File: src/rtl/udp_rx_arb_pkg.sv
// Shared types and helpers for the UDP Rx stream arbiter.
// Holds the FSM state type, the source-ID width helper and the round-robin scan function.
package udp_rx_arb_pkg;

    typedef enum logic {ARB, XFER} arb_state_t;

    // Upper bound on the arbitrated stream count; sizes the generic scan helper.
    localparam int unsigned MAX_STREAMS = 16;
    localparam int unsigned MAX_ID_W    = 4;

    // Width of a source ID for n streams (never below one bit).
    function automatic int unsigned src_id_w(input int unsigned n);
        return (n > 1) ? $clog2(n) : 1;
    endfunction

    // Round-robin scan: first set bit of req after 'last', wrapping mod n.
    // Returns {found, index}.
    function automatic logic [MAX_ID_W:0] rr_next(input logic [MAX_STREAMS-1:0] req,
                                                  input logic [MAX_ID_W-1:0]    last,
                                                  input int unsigned            n);
        logic                found;
        logic [MAX_ID_W-1:0] idx;
        int unsigned         k;
        found = 1'b0;
        idx   = '0;
        for (int unsigned i = 1; i <= MAX_STREAMS; i++) begin
            if (i <= n) begin
                k = (32'(last) + i) % n;
                if (!found && (|(req & (MAX_STREAMS'(1) << k)))) begin
                    found = 1'b1;
                    idx   = MAX_ID_W'(k);
                end
            end
        end
        return {found, idx};
    endfunction

endpackage

File: src/rtl/udp_rx_rr_pick.sv
// Combinational round-robin priority pick: request vector and last grant in,
// found flag and granted index out.
module udp_rx_rr_pick
    import udp_rx_arb_pkg::*;
#(
    parameter int unsigned N_STREAMS = 4,
    parameter int unsigned ID_W      = 2
) (
    input  logic [N_STREAMS-1:0] req,
    input  logic [ID_W-1:0]      last,
    output logic                 found,
    output logic [ID_W-1:0]      idx
);

    logic [MAX_ID_W:0] pick;

    assign pick  = rr_next(MAX_STREAMS'(req), MAX_ID_W'(last), N_STREAMS);
    assign found = pick[MAX_ID_W];
    assign idx   = ID_W'(pick[MAX_ID_W-1:0]);

endmodule

File: src/rtl/udp_rx_stream_arbiter.sv
// Round-robin scheduler sharing one system-clock consumer between N FWFT stream buffers.
// Grants one stream per bounded burst, pops it, and tags each word with source ID and
// start-of-burst. Optional parity check enabled by defining UDP_RX_ARB_PARITY_CHK_EN.
module udp_rx_stream_arbiter
    import udp_rx_arb_pkg::*;
#(
    parameter int unsigned N_STREAMS  = 4,
    parameter int unsigned DATA_WIDTH = 32,
    parameter int unsigned BURST_LEN  = 64,
    localparam int unsigned SRC_ID_W  = src_id_w(N_STREAMS)
) (
    input  logic                            i_sys_clk,
    input  logic                            i_sys_rst,
    input  logic [N_STREAMS-1:0]            i_strm_data_vld,
    input  logic [N_STREAMS*DATA_WIDTH-1:0] i_strm_data,
    input  logic [N_STREAMS-1:0]            i_strm_parity,
    output logic [N_STREAMS-1:0]            o_strm_rd,
    input  logic                            i_out_ready,
    output logic                            o_out_vld,
    output logic [DATA_WIDTH-1:0]           o_out_data,
    output logic                            o_out_parity,
    output logic [SRC_ID_W-1:0]             o_out_src_id,
    output logic                            o_out_sob,
    output logic                            o_parity_err
);

    localparam int unsigned CNT_W = $clog2(BURST_LEN + 1);

    arb_state_t            state_q, state_d;
    logic [SRC_ID_W-1:0]   grant_q, grant_d;     // current grant, doubles as last grant
    logic [CNT_W-1:0]      burst_cnt_q, burst_cnt_d;
    logic                  first_q, first_d;
    logic                  out_vld_q, out_vld_d;
    logic [DATA_WIDTH-1:0] out_data_q, out_data_d;
    logic                  out_par_q, out_par_d;
    logic [SRC_ID_W-1:0]   out_src_q, out_src_d;
    logic                  out_sob_q, out_sob_d;

    logic                  pick_found;
    logic [SRC_ID_W-1:0]   pick_idx;
    logic                  sel_vld, sel_par;
    logic [DATA_WIDTH-1:0] sel_data;
    logic                  pop, drop;

    udp_rx_rr_pick #(
        .N_STREAMS(N_STREAMS),
        .ID_W     (SRC_ID_W)
    ) u_pick (
        .req  (i_strm_data_vld),
        .last (grant_q),
        .found(pick_found),
        .idx  (pick_idx)
    );

    // Select the granted stream's FWFT head.
    always_comb begin
        sel_vld  = 1'b0;
        sel_par  = 1'b0;
        sel_data = '0;
        for (int unsigned k = 0; k < N_STREAMS; k++) begin
            if (grant_q == SRC_ID_W'(k)) begin
                sel_vld  = i_strm_data_vld[k];
                sel_par  = i_strm_parity[k];
                sel_data = i_strm_data[k*DATA_WIDTH +: DATA_WIDTH];
            end
        end
    end

    // Pop only a non-empty granted stream, and only when the output slot frees up.
    assign pop       = (state_q == XFER) && sel_vld && (!out_vld_q || i_out_ready);
    assign o_strm_rd = pop ? (N_STREAMS'(1) << grant_q) : '0;

`ifdef UDP_RX_ARB_PARITY_CHK_EN
    assign drop = pop && ((^sel_data) ^ sel_par);
`else
    assign drop = 1'b0;
`endif

    // Arbitration FSM and burst accounting.
    always_comb begin
        state_d     = state_q;
        grant_d     = grant_q;
        burst_cnt_d = burst_cnt_q;
        first_d     = first_q;
        unique case (state_q)
            ARB: begin
                if (pick_found) begin
                    state_d     = XFER;
                    grant_d     = pick_idx;
                    burst_cnt_d = '0;
                    first_d     = 1'b1;
                end
            end
            XFER: begin
                if (pop) begin
                    first_d     = 1'b0;
                    burst_cnt_d = burst_cnt_q + CNT_W'(1);
                    if (burst_cnt_q == CNT_W'(BURST_LEN - 1)) begin
                        state_d = ARB;
                    end
                end else if (!sel_vld) begin
                    state_d = ARB;
                end
            end
            default: state_d = ARB;
        endcase
    end

    // Output register: load on pop (unless dropped), clear once consumed, hold otherwise.
    always_comb begin
        out_vld_d  = out_vld_q;
        out_data_d = out_data_q;
        out_par_d  = out_par_q;
        out_src_d  = out_src_q;
        out_sob_d  = out_sob_q;
        if (pop) begin
            out_vld_d = !drop;
            if (!drop) begin
                out_data_d = sel_data;
                out_par_d  = sel_par;
                out_src_d  = grant_q;
                out_sob_d  = first_q;
            end
        end else if (i_out_ready) begin
            out_vld_d = 1'b0;
        end
    end

    // State registers with asynchronous clear; reset abandons any partial burst.
    always_ff @(posedge i_sys_clk or posedge i_sys_rst) begin
        if (i_sys_rst) begin
            state_q     <= ARB;
            grant_q     <= SRC_ID_W'(N_STREAMS - 1);
            burst_cnt_q <= '0;
            first_q     <= 1'b0;
            out_vld_q   <= 1'b0;
            out_data_q  <= '0;
            out_par_q   <= 1'b0;
            out_src_q   <= '0;
            out_sob_q   <= 1'b0;
        end else begin
            state_q     <= state_d;
            grant_q     <= grant_d;
            burst_cnt_q <= burst_cnt_d;
            first_q     <= first_d;
            out_vld_q   <= out_vld_d;
            out_data_q  <= out_data_d;
            out_par_q   <= out_par_d;
            out_src_q   <= out_src_d;
            out_sob_q   <= out_sob_d;
        end
    end

`ifdef UDP_RX_ARB_PARITY_CHK_EN
    logic perr_q;

    // One-cycle error pulse following a dropped word.
    always_ff @(posedge i_sys_clk or posedge i_sys_rst) begin
        if (i_sys_rst) begin
            perr_q <= 1'b0;
        end else begin
            perr_q <= drop;
        end
    end

    assign o_parity_err = perr_q;
`else
    assign o_parity_err = 1'b0;
`endif

    assign o_out_vld    = out_vld_q;
    assign o_out_data   = out_data_q;
    assign o_out_parity = out_par_q;
    assign o_out_src_id = out_src_q;
    assign o_out_sob    = out_sob_q;

endmodule

File: config.mk
export PLATFORM = sky130hd
export DESIGN_NAME = udp_rx_stream_arbiter
export DESIGN_NICKNAME = d
export VERILOG_FILES = /design/src/rtl/udp_rx_arb_pkg.sv /design/src/rtl/udp_rx_rr_pick.sv /design/src/rtl/udp_rx_stream_arbiter.sv
export SDC_FILE = /design/constraint.sdc
export NUM_CORES = 1
export LEC_CHECK = 0
export ABC_AREA = 1
export CAP_MARGIN = 40
export CORE_UTILIZATION = 43
export DETAILED_ROUTE_END_ITERATION = 10
export PLACE_DENSITY = 0.89
export SETUP_SLACK_MARGIN = 0.2
export SYNTH_ARGS = -nofsm -noshare
export SYNTH_HDL_FRONTEND = slang
export SYNTH_SLANG_ARGS = --single-unit
File: constraint.sdc
create_clock -name i_sys_clk -period 2.8 [get_ports i_sys_clk]
set_input_delay 0.56 -clock i_sys_clk [delete_from_list [all_inputs] [get_ports i_sys_clk]]
set_output_delay 0.56 -clock i_sys_clk [all_outputs]
set_load 0.1 [all_outputs]
==> results of run 1 <==
[stage by stage]
step	hold WS [ns]	util, %	cells	power (mW)
2_1_floorplan	0.465	-	519	4.91
3_3_place_gp	0.464	68.9	774	5.91
3_5_place_dp	0.466	68.9	774	6.05
4_1_cts	0.489	70.2	781	6.48
5_1_grt	0.512	71.3	784	7.02
6_report	0.486	71.3	784	6.59
[flip-flops by register name (all words and copies together) (netlist names)]
| register | flops |
|---|---|
| o_out_vld | 1 |
| first_q | 1 |
| o_out_sob | 1 |
| o_out_data | 32 |
| o_out_parity | 1 |
| burst_cnt_q | 7 |
| state_q | 1 |
| grant_q | 2 |
| o_out_src_id | 2 |
[worst min-delay path, delay by kind of cell (launching register included)]
| family | cells | cell delay (ns) |
|---|---|---|
| DFF | 1 | 0.35 |
| and+or+nand+nor | 2 | 0.11 |
[kinds of logic (layout without fill, tap and decap cells)]
logic type                 count (synthesis)  count (layout)  synth area share (%)
AOI/OAI and AO/OA                        108             108                  16.2
adders and majority gates                  6               6                  2.23
DFF                                       48              48                  35.7
other                                      1               1                 0.111
buffers and inverters                     55             221                  8.73
xor gates and xnor gates                   2               2                 0.520
and+or+nand+nor                          299             299                  36.4
[layer usage]
metal  track usage (%)  vias to the layer above  share of wire, %
met3              5.89                       22               7.6
met4              8.60                        0               2.1
met1              29.4                     1843                39
li1                  -                     1984                 -
met5                 0                        -                 0
met2              48.8                      189                51
[layout make-up]
type / count / area (um2)
fillers: 611 / 2130
multi-input cells: 416 / 1940
repair buffers: 191 / 1830
flip-flops and latches: 48 / 1200
well taps: 99 / 124
inverters: 23 / 91.3
clock buffers: 6 / 82.6
clock inverters: 1 / 8.76
[timing repair]
action	4_1_cts	5_1_grt
pin swaps	0	2
endpoints found under the setup margin	4	4
gates resized for setup	1	13
hold endpoints to repair	0	0
buffers inserted	0	3
[power groups by stage]
| stage | sequential, mW | clock (mW) | combinational, mW |
|---|---|---|---|
| 6_report | 1.17 | 0.427 | 4.99 |
| 5_1_grt | 1.21 | 0.456 | 5.36 |
| 4_1_cts | 1.16 | 0.430 | 4.89 |
| 3_5_place_dp | 1.16 | 0 | 4.89 |
| 3_3_place_gp | 1.15 | 0 | 4.76 |
| 2_1_floorplan | 2.77 | 0 | 2.15 |
[cell usage after synthesis (2+ instances only)]
library cell  count  area [um2]
dfstp_2           2        52.6
ha_1              6        75.1
dfrtp_1          46        1150
buf_6             6        67.6
buf_2             8        40.0
inv_2             5        18.8
inv_1            17        63.8
nor2_4            2        22.5
buf_4             5        37.5
o21ai_1          27         135
nor2_2            2        12.5
nand4_1           8        50.1
o21ai_0          45         225
nand2_2           4        25.0
nand3_2           2        20.0
nor2_1           15        56.3
clkbuf_1         12        45.0
nand3_1          10        50.1
nand2_1         251         942
a21oi_1          34         170
[worst min-delay path by stage]
stage              startpoint              to  cells past startpoint
2_1_floorplan      grant_q[1]      grant_q[1]                      2
3_3_place_gp    o_out_data[5]   o_out_data[5]                      2
3_5_place_dp   o_out_data[24]  o_out_data[24]                      2
4_1_cts        o_out_data[24]  o_out_data[24]                      2
5_1_grt         o_out_data[5]   o_out_data[5]                      2
6_report       o_out_data[24]  o_out_data[24]                      2
==> reports/results.md, run 1 <==
| Parameter | Reported | Unit |
| --- | --- | --- |
| Mapped Area | 3370 | um2 |
| Sequential cell area fraction in the yosys report | 35.7 | % |
| Summed negative setup slack over all endpoints | 0 | ns |
| Gate power share | 75.7 | % |
| Worst EP required | 2.24 | ns |
| Endpoint of the worst-slack reg-to-reg timing path | burst_cnt_q[4] | - |
| Setup repair after global routing missed its margin | false | - |
| Tightest slew margin relative to the limit | 61.4 | % |
| Area Overhead vs Synth | 56.8 | % |
| Initial detailed-routing violation count | 232 | - |
| Last weighted congestion value of the routability-driven placer | 0.881 | - |
| Run status | complete, no violations | - |
| Logic depth of the worst register-to-register path | 11 | - |
| Number of cells on the critical path | 9 | - |
| Pre-Repair DR Iteration Count | 4 | - |
| Max Freq | 0.385 | GHz |
| MaxCap Viol Count | 0 | - |
| TritonCTS Buffers | 5 | - |
| Count of boundary I/O pins | 181 | - |
| Share of power burned in registers | 17.8 | % |
| Number of H-tree levels | 2 | - |
| Count of warnings emitted by yosys | 0 | - |
| Most common cell after layout, fill and taps aside | nand2_1 | - |
| Most frequent cell on the critical path | nand2_1 | - |
| Total internal power | 2.53 | mW |
| Clock insertion delay at the later pin of the skew report | 0.30 | ns |
| Wire length of the first global-routing pass | 17.4 | mm |
| Total setup violations reported at the end of the flow | 0 | - |
| Number of global-route vias before repair | 3,867 | - |
| Max Buffers Root-to-Sink | 2 | - |
| CTS root buffer | clkbuf_8 | - |
| Final setup skew | 0.00715 | ns |
| Worst Setup SP | grant_q[1] | - |
| Total die area | 8190 | um2 |
| Die width | 90.5 | um |
| Clock-pin transition on the worst setup and hold timing paths | 0.08 | ns |
| Kind of start point of the critical path | flip-flop | - |
| Max-slew violation count | 0 | - |
| Total global-route track usage | 26.3 | % |
| Commonest cells after routing, fill and taps aside | nand2_1, clkdlybuf4s50_1, buf_4 | - |
| GR Overflow Total | 0 | - |
| Maximum number of pins on one net before global-route repair | 67 | - |
| Post-synth cell types | 32 | - |
| Peak fanout along the critical path | 6 | - |
| HP Class | flip-flop to flip-flop | - |
| Syn_nets | 664 | - |
| Clock tree from TritonCTS | yes | - |
| Worst-case register-to-register setup slack | 0.44 | ns |
| Proportion of layout cells with a drive suffix above 1 | 13.6 | % |
| FF-to-FF Start | grant_q[0] | - |
| CTS Hold Buffers Added | 0 | - |
| Crit path cell chain | inv_2 -> ha_2 -> nand2_1 -> nand2_1 -> nand3_1 -> nand2_2 -> nand3_4 -> nor2_4 -> buf_12 | - |
| Number of antenna violations at the first check in global routing | 0 | - |
| Static leakage | 2.52 | nW |
| Number of enable-type register cells in the synthesized netlist | 0 | - |
| Arrival time worst endpoint | 2.04 | ns |
| Sw frac | 61.7 | % |
| Psw | 4.07 | mW |
| Critical Path Sink Type | primary output | - |
| Top_reg_cell synth | dfrtp_1 | - |
| CTS sink cnt | 48 | - |
| Average vias per placed instance | 5.15 | - |
| Top cell family by delay on the critical path | simple AND/OR/NAND/NOR gates | - |
| Fraction of the cycle the final worst path needs | 92.7 | % |
| Cell area reported after detailed placement | 5100 | um2 |
| Category of the most critical setup path | flip-flop to primary output | - |
| Final design instance area without fill | 5280 | um2 |
| Worst IR Drop VDD | 648 | uV |
| Vert. Die Dim | 90.5 | um |
| Number of inserted diodes | 0 | - |
| Power density of the placed cells | 1250 | nW/um2 |
| Share of flip-flops with an asynchronous set or reset after synthesis | 100 | % |
| Slew at the pin closest to its max-slew limit | 0.579 | ns |
| Final wirelength | 11.1 | mm |
| Number of DRC violations after detailed routing | 0 | - |
| Initial standard-cell utilization of the core | 45.4 | % |
| Minimum clock period after layout | 2.60 | ns |
| NumNets Final | 830 | - |
| Seq cells post-synth | 48 | - |
| Final HPWL from detailed placement | 8.14 | mm |
| WP buf/inv | 2 | - |
| Post-synthesis area per instance | 6.49 | um2 |
| Setup slack at placement | 0.320 | ns |
| Fin worst setup slack | 0.204 | ns |
| Buffers on Ports | 179 | - |
| Via Count | 4,038 | - |
| Wirelength per Cell | 14.2 | um |
| Core area | 7410 | um2 |
| Critical path's largest stage delay | 0.42 | ns |
| Clock share of power | 6.5 | % |
| Cell count after synthesis | 519 | - |
| Count of nets left with antenna violations after detail routing | 0 | - |
| Hold Violations, Final | 0 | - |
| Endpoint of the most critical setup path | o_strm_rd[2] | - |
| Std cell rows | 31 | - |
| Cell with the biggest individual delay on the critical path | dfstp_2 | - |
Power figures use the tool's default switching activity.
==> run 2, diff against run 1 <==
--- a/config.mk
+++ b/config.mk
@@ -7,10 +7,12 @@
 export LEC_CHECK = 0
 export ABC_AREA = 1
 export CAP_MARGIN = 40
+export CORE_MARGIN = 1.5
 export CORE_UTILIZATION = 43
 export DETAILED_ROUTE_END_ITERATION = 10
 export PLACE_DENSITY = 0.89
 export SETUP_SLACK_MARGIN = 0.2
+export SKIP_CTS_REPAIR_TIMING = 1
 export SYNTH_ARGS = -nofsm -noshare
 export SYNTH_HDL_FRONTEND = slang
 export SYNTH_SLANG_ARGS = --single-unit
==> reports/results.md, run 2 (synthesized netlist as in run 1, its figures left out) <==
| Parameter | Reported | Unit |
| --- | --- | --- |
| Run status | complete, no violations | - |
| Clock-pin transition on the worst setup and hold timing paths | 0.08 | ns |
| Tightest slew margin relative to the limit | 65.9 | % |
| GR Overflow Total | 0 | - |
| Final setup skew | 0.00646 | ns |
| Arrival time worst endpoint | 1.98 | ns |
| Last weighted congestion value of the routability-driven placer | 0.957 | - |
| Area Overhead vs Synth | 58.6 | % |
| Setup repair after global routing missed its margin | false | - |
| Commonest cells after routing, fill and taps aside | nand2_1, clkdlybuf4s50_1, buf_4 | - |
| CTS root buffer | clkbuf_8 | - |
| HP Class | flip-flop to flip-flop | - |
| Endpoint of the worst-slack reg-to-reg timing path | burst_cnt_q[5] | - |
| Most common cell after layout, fill and taps aside | nand2_1 | - |
| Average vias per placed instance | 5.11 | - |
| Area taken by multi-input logic gates | 1950 | um2 |
| Power density of the placed cells | 1250 | nW/um2 |
| Wirelength per Cell | 14.4 | um |
| Final HPWL from detailed placement | 8.53 | mm |
| Number of DRC violations after detailed routing | 0 | - |
| CTS sink cnt | 48 | - |
| Clock tree from TritonCTS | yes | - |
| Hold Violations, Final | 0 | - |
| Number of inserted diodes | 0 | - |
| Category of the most critical setup path | flip-flop to primary output | - |
| Slew at the pin closest to its max-slew limit | 0.510 | ns |
| Number of cells on the worst hold path | 2 | - |
| Number of global-route vias before repair | 3,768 | - |
| Max-slew violation count | 0 | - |
| Hold endpoint | o_out_data[22] | - |
| Fraction of the cycle the final worst path needs | 90.8 | % |
| Std cell rows | 32 | - |
| FF-to-FF Start | grant_q[0] | - |
| Final wirelength | 11.4 | mm |
| Max Buffers Root-to-Sink | 2 | - |
| Flip-flop count of the largest register, all copies and words added | 32 | - |
| Number of antenna violations at the first check in global routing | 0 | - |
| Minimum clock period after layout | 2.54 | ns |
| Critical Path Sink Type | primary output | - |
| TritonCTS Buffers | 5 | - |
| Count of nets left with antenna violations after detail routing | 0 | - |
| Worst EP required | 2.24 | ns |
| Maximum number of pins on one net before global-route repair | 40 | - |
| Initial standard-cell utilization of the core | 44.0 | % |
| Via Count | 4,044 | - |
| Launch point of the worst hold path | o_out_data[22] | - |
| Static leakage | 2.55 | nW |
| Worst-case register-to-register setup slack | 0.48 | ns |
| Total setup violations reported at the end of the flow | 0 | - |
| Core area | 7650 | um2 |
| Summed negative setup slack over all endpoints | 0 | ns |
| Proportion of layout cells with a drive suffix above 1 | 14.3 | % |
| Vert. Die Dim | 91.5 | um |
| MaxCap Viol Count | 0 | - |
| Kind of start point of the critical path | flip-flop | - |
| Total global-route track usage | 26.3 | % |
| Wire length of the first global-routing pass | 17.5 | mm |
| Register Area | 1200 | um2 |
| Die width | 91.5 | um |
| Number of H-tree levels | 2 | - |
| Total die area | 8370 | um2 |
| Count of boundary I/O pins | 181 | - |
| Peak fanout along the critical path | 5 | - |
| Initial detailed-routing violation count | 247 | - |
| Worst IR Drop VDD | 595 | uV |
| Clock insertion delay at the later pin of the skew report | 0.30 | ns |
| Max Freq | 0.393 | GHz |
| Final standard cell utilization of the core | 69.8 | % |
| Buffers on Ports | 179 | - |
| Logic depth of the worst register-to-register path | 11 | - |
| NumNets Final | 835 | - |
| Number of fill cells in the layout | 638 | - |
| Pre-Repair DR Iteration Count | 5 | - |
-- run 2: cell types whose count changed in the layout (fill, tap and decap cells not counted), sizes merged --
cell,delta
buf,+5
clkinvlp,+1
clkbuf,-1
-- run 2: layer usage --
layer / track usage, % / up-vias / part of all wire, %
met5: 0 / - / 0
met4: 8.85 / 0 / 2.0
met3: 4.94 / 19 / 7.2
met2: 46.1 / 189 / 50
met1: 32.1 / 1843 / 40
li1: - / 1993 / -
-- run 2: worst max path at each step --
stage | from | to | cells after the start
2_1_floorplan | grant_q[1] | o_strm_rd[0] | 9
3_3_place_gp | i_strm_data_vld[2] | o_strm_rd[2] | 8
3_5_place_dp | i_strm_data_vld[2] | o_strm_rd[3] | 8
4_1_cts | grant_q[1] | o_strm_rd[2] | 8
5_1_grt | grant_q[1] | o_strm_rd[2] | 8
6_report | grant_q[1] | o_strm_rd[2] | 8
-- run 2: cell type report --
class                           count  area share (%)
Multi-Input combinational cell    416            36.6
Timing Repair Buffer              196            35.2
Clock inverter                      2           0.234
Sequential cell                    48            22.5
Clock buffer                        5            1.29
Inverter                           23            1.76
Tap cell                          102            2.39
-- run 2: per-stage QoR --
step | hold slack [ns] | setup slack (ns) | instance area, um2 | cells | power (mW)
floorplan | 0.465 | -0.0352 | 3380 | 519 | 4.91
global placement | 0.463 | 0.376 | 5140 | 780 | 5.97
detailed placement | 0.468 | 0.320 | 5140 | 780 | 6.09
CTS | 0.490 | 0.176 | 5230 | 787 | 6.50
global route | 0.515 | 0.189 | 5340 | 792 | 7.08
finish | 0.486 | 0.257 | 5340 | 792 | 6.65
-- run 2: report_power, final --
| group | switching (mW) | leakage (nW) | internal, mW |
|---|---|---|---|
| Clock | 0.223 | 0.0400 | 0.169 |
| Combinational | 3.67 | 1.90 | 1.41 |
| Sequential | 0.194 | 0.610 | 0.988 |
| Total | 4.09 | 2.55 | 2.57 |
-- run 2: worst max-delay path, cell delays in order, from the launching register on --
cell and delay (ns):
dfstp_2 0.63, inv_4 0.08, ha_4 0.19, nand2_1 0.09, nand3_2 0.09, nand2_2 0.11
nand3_4 0.15, nor2_4 0.17, buf_12 0.18
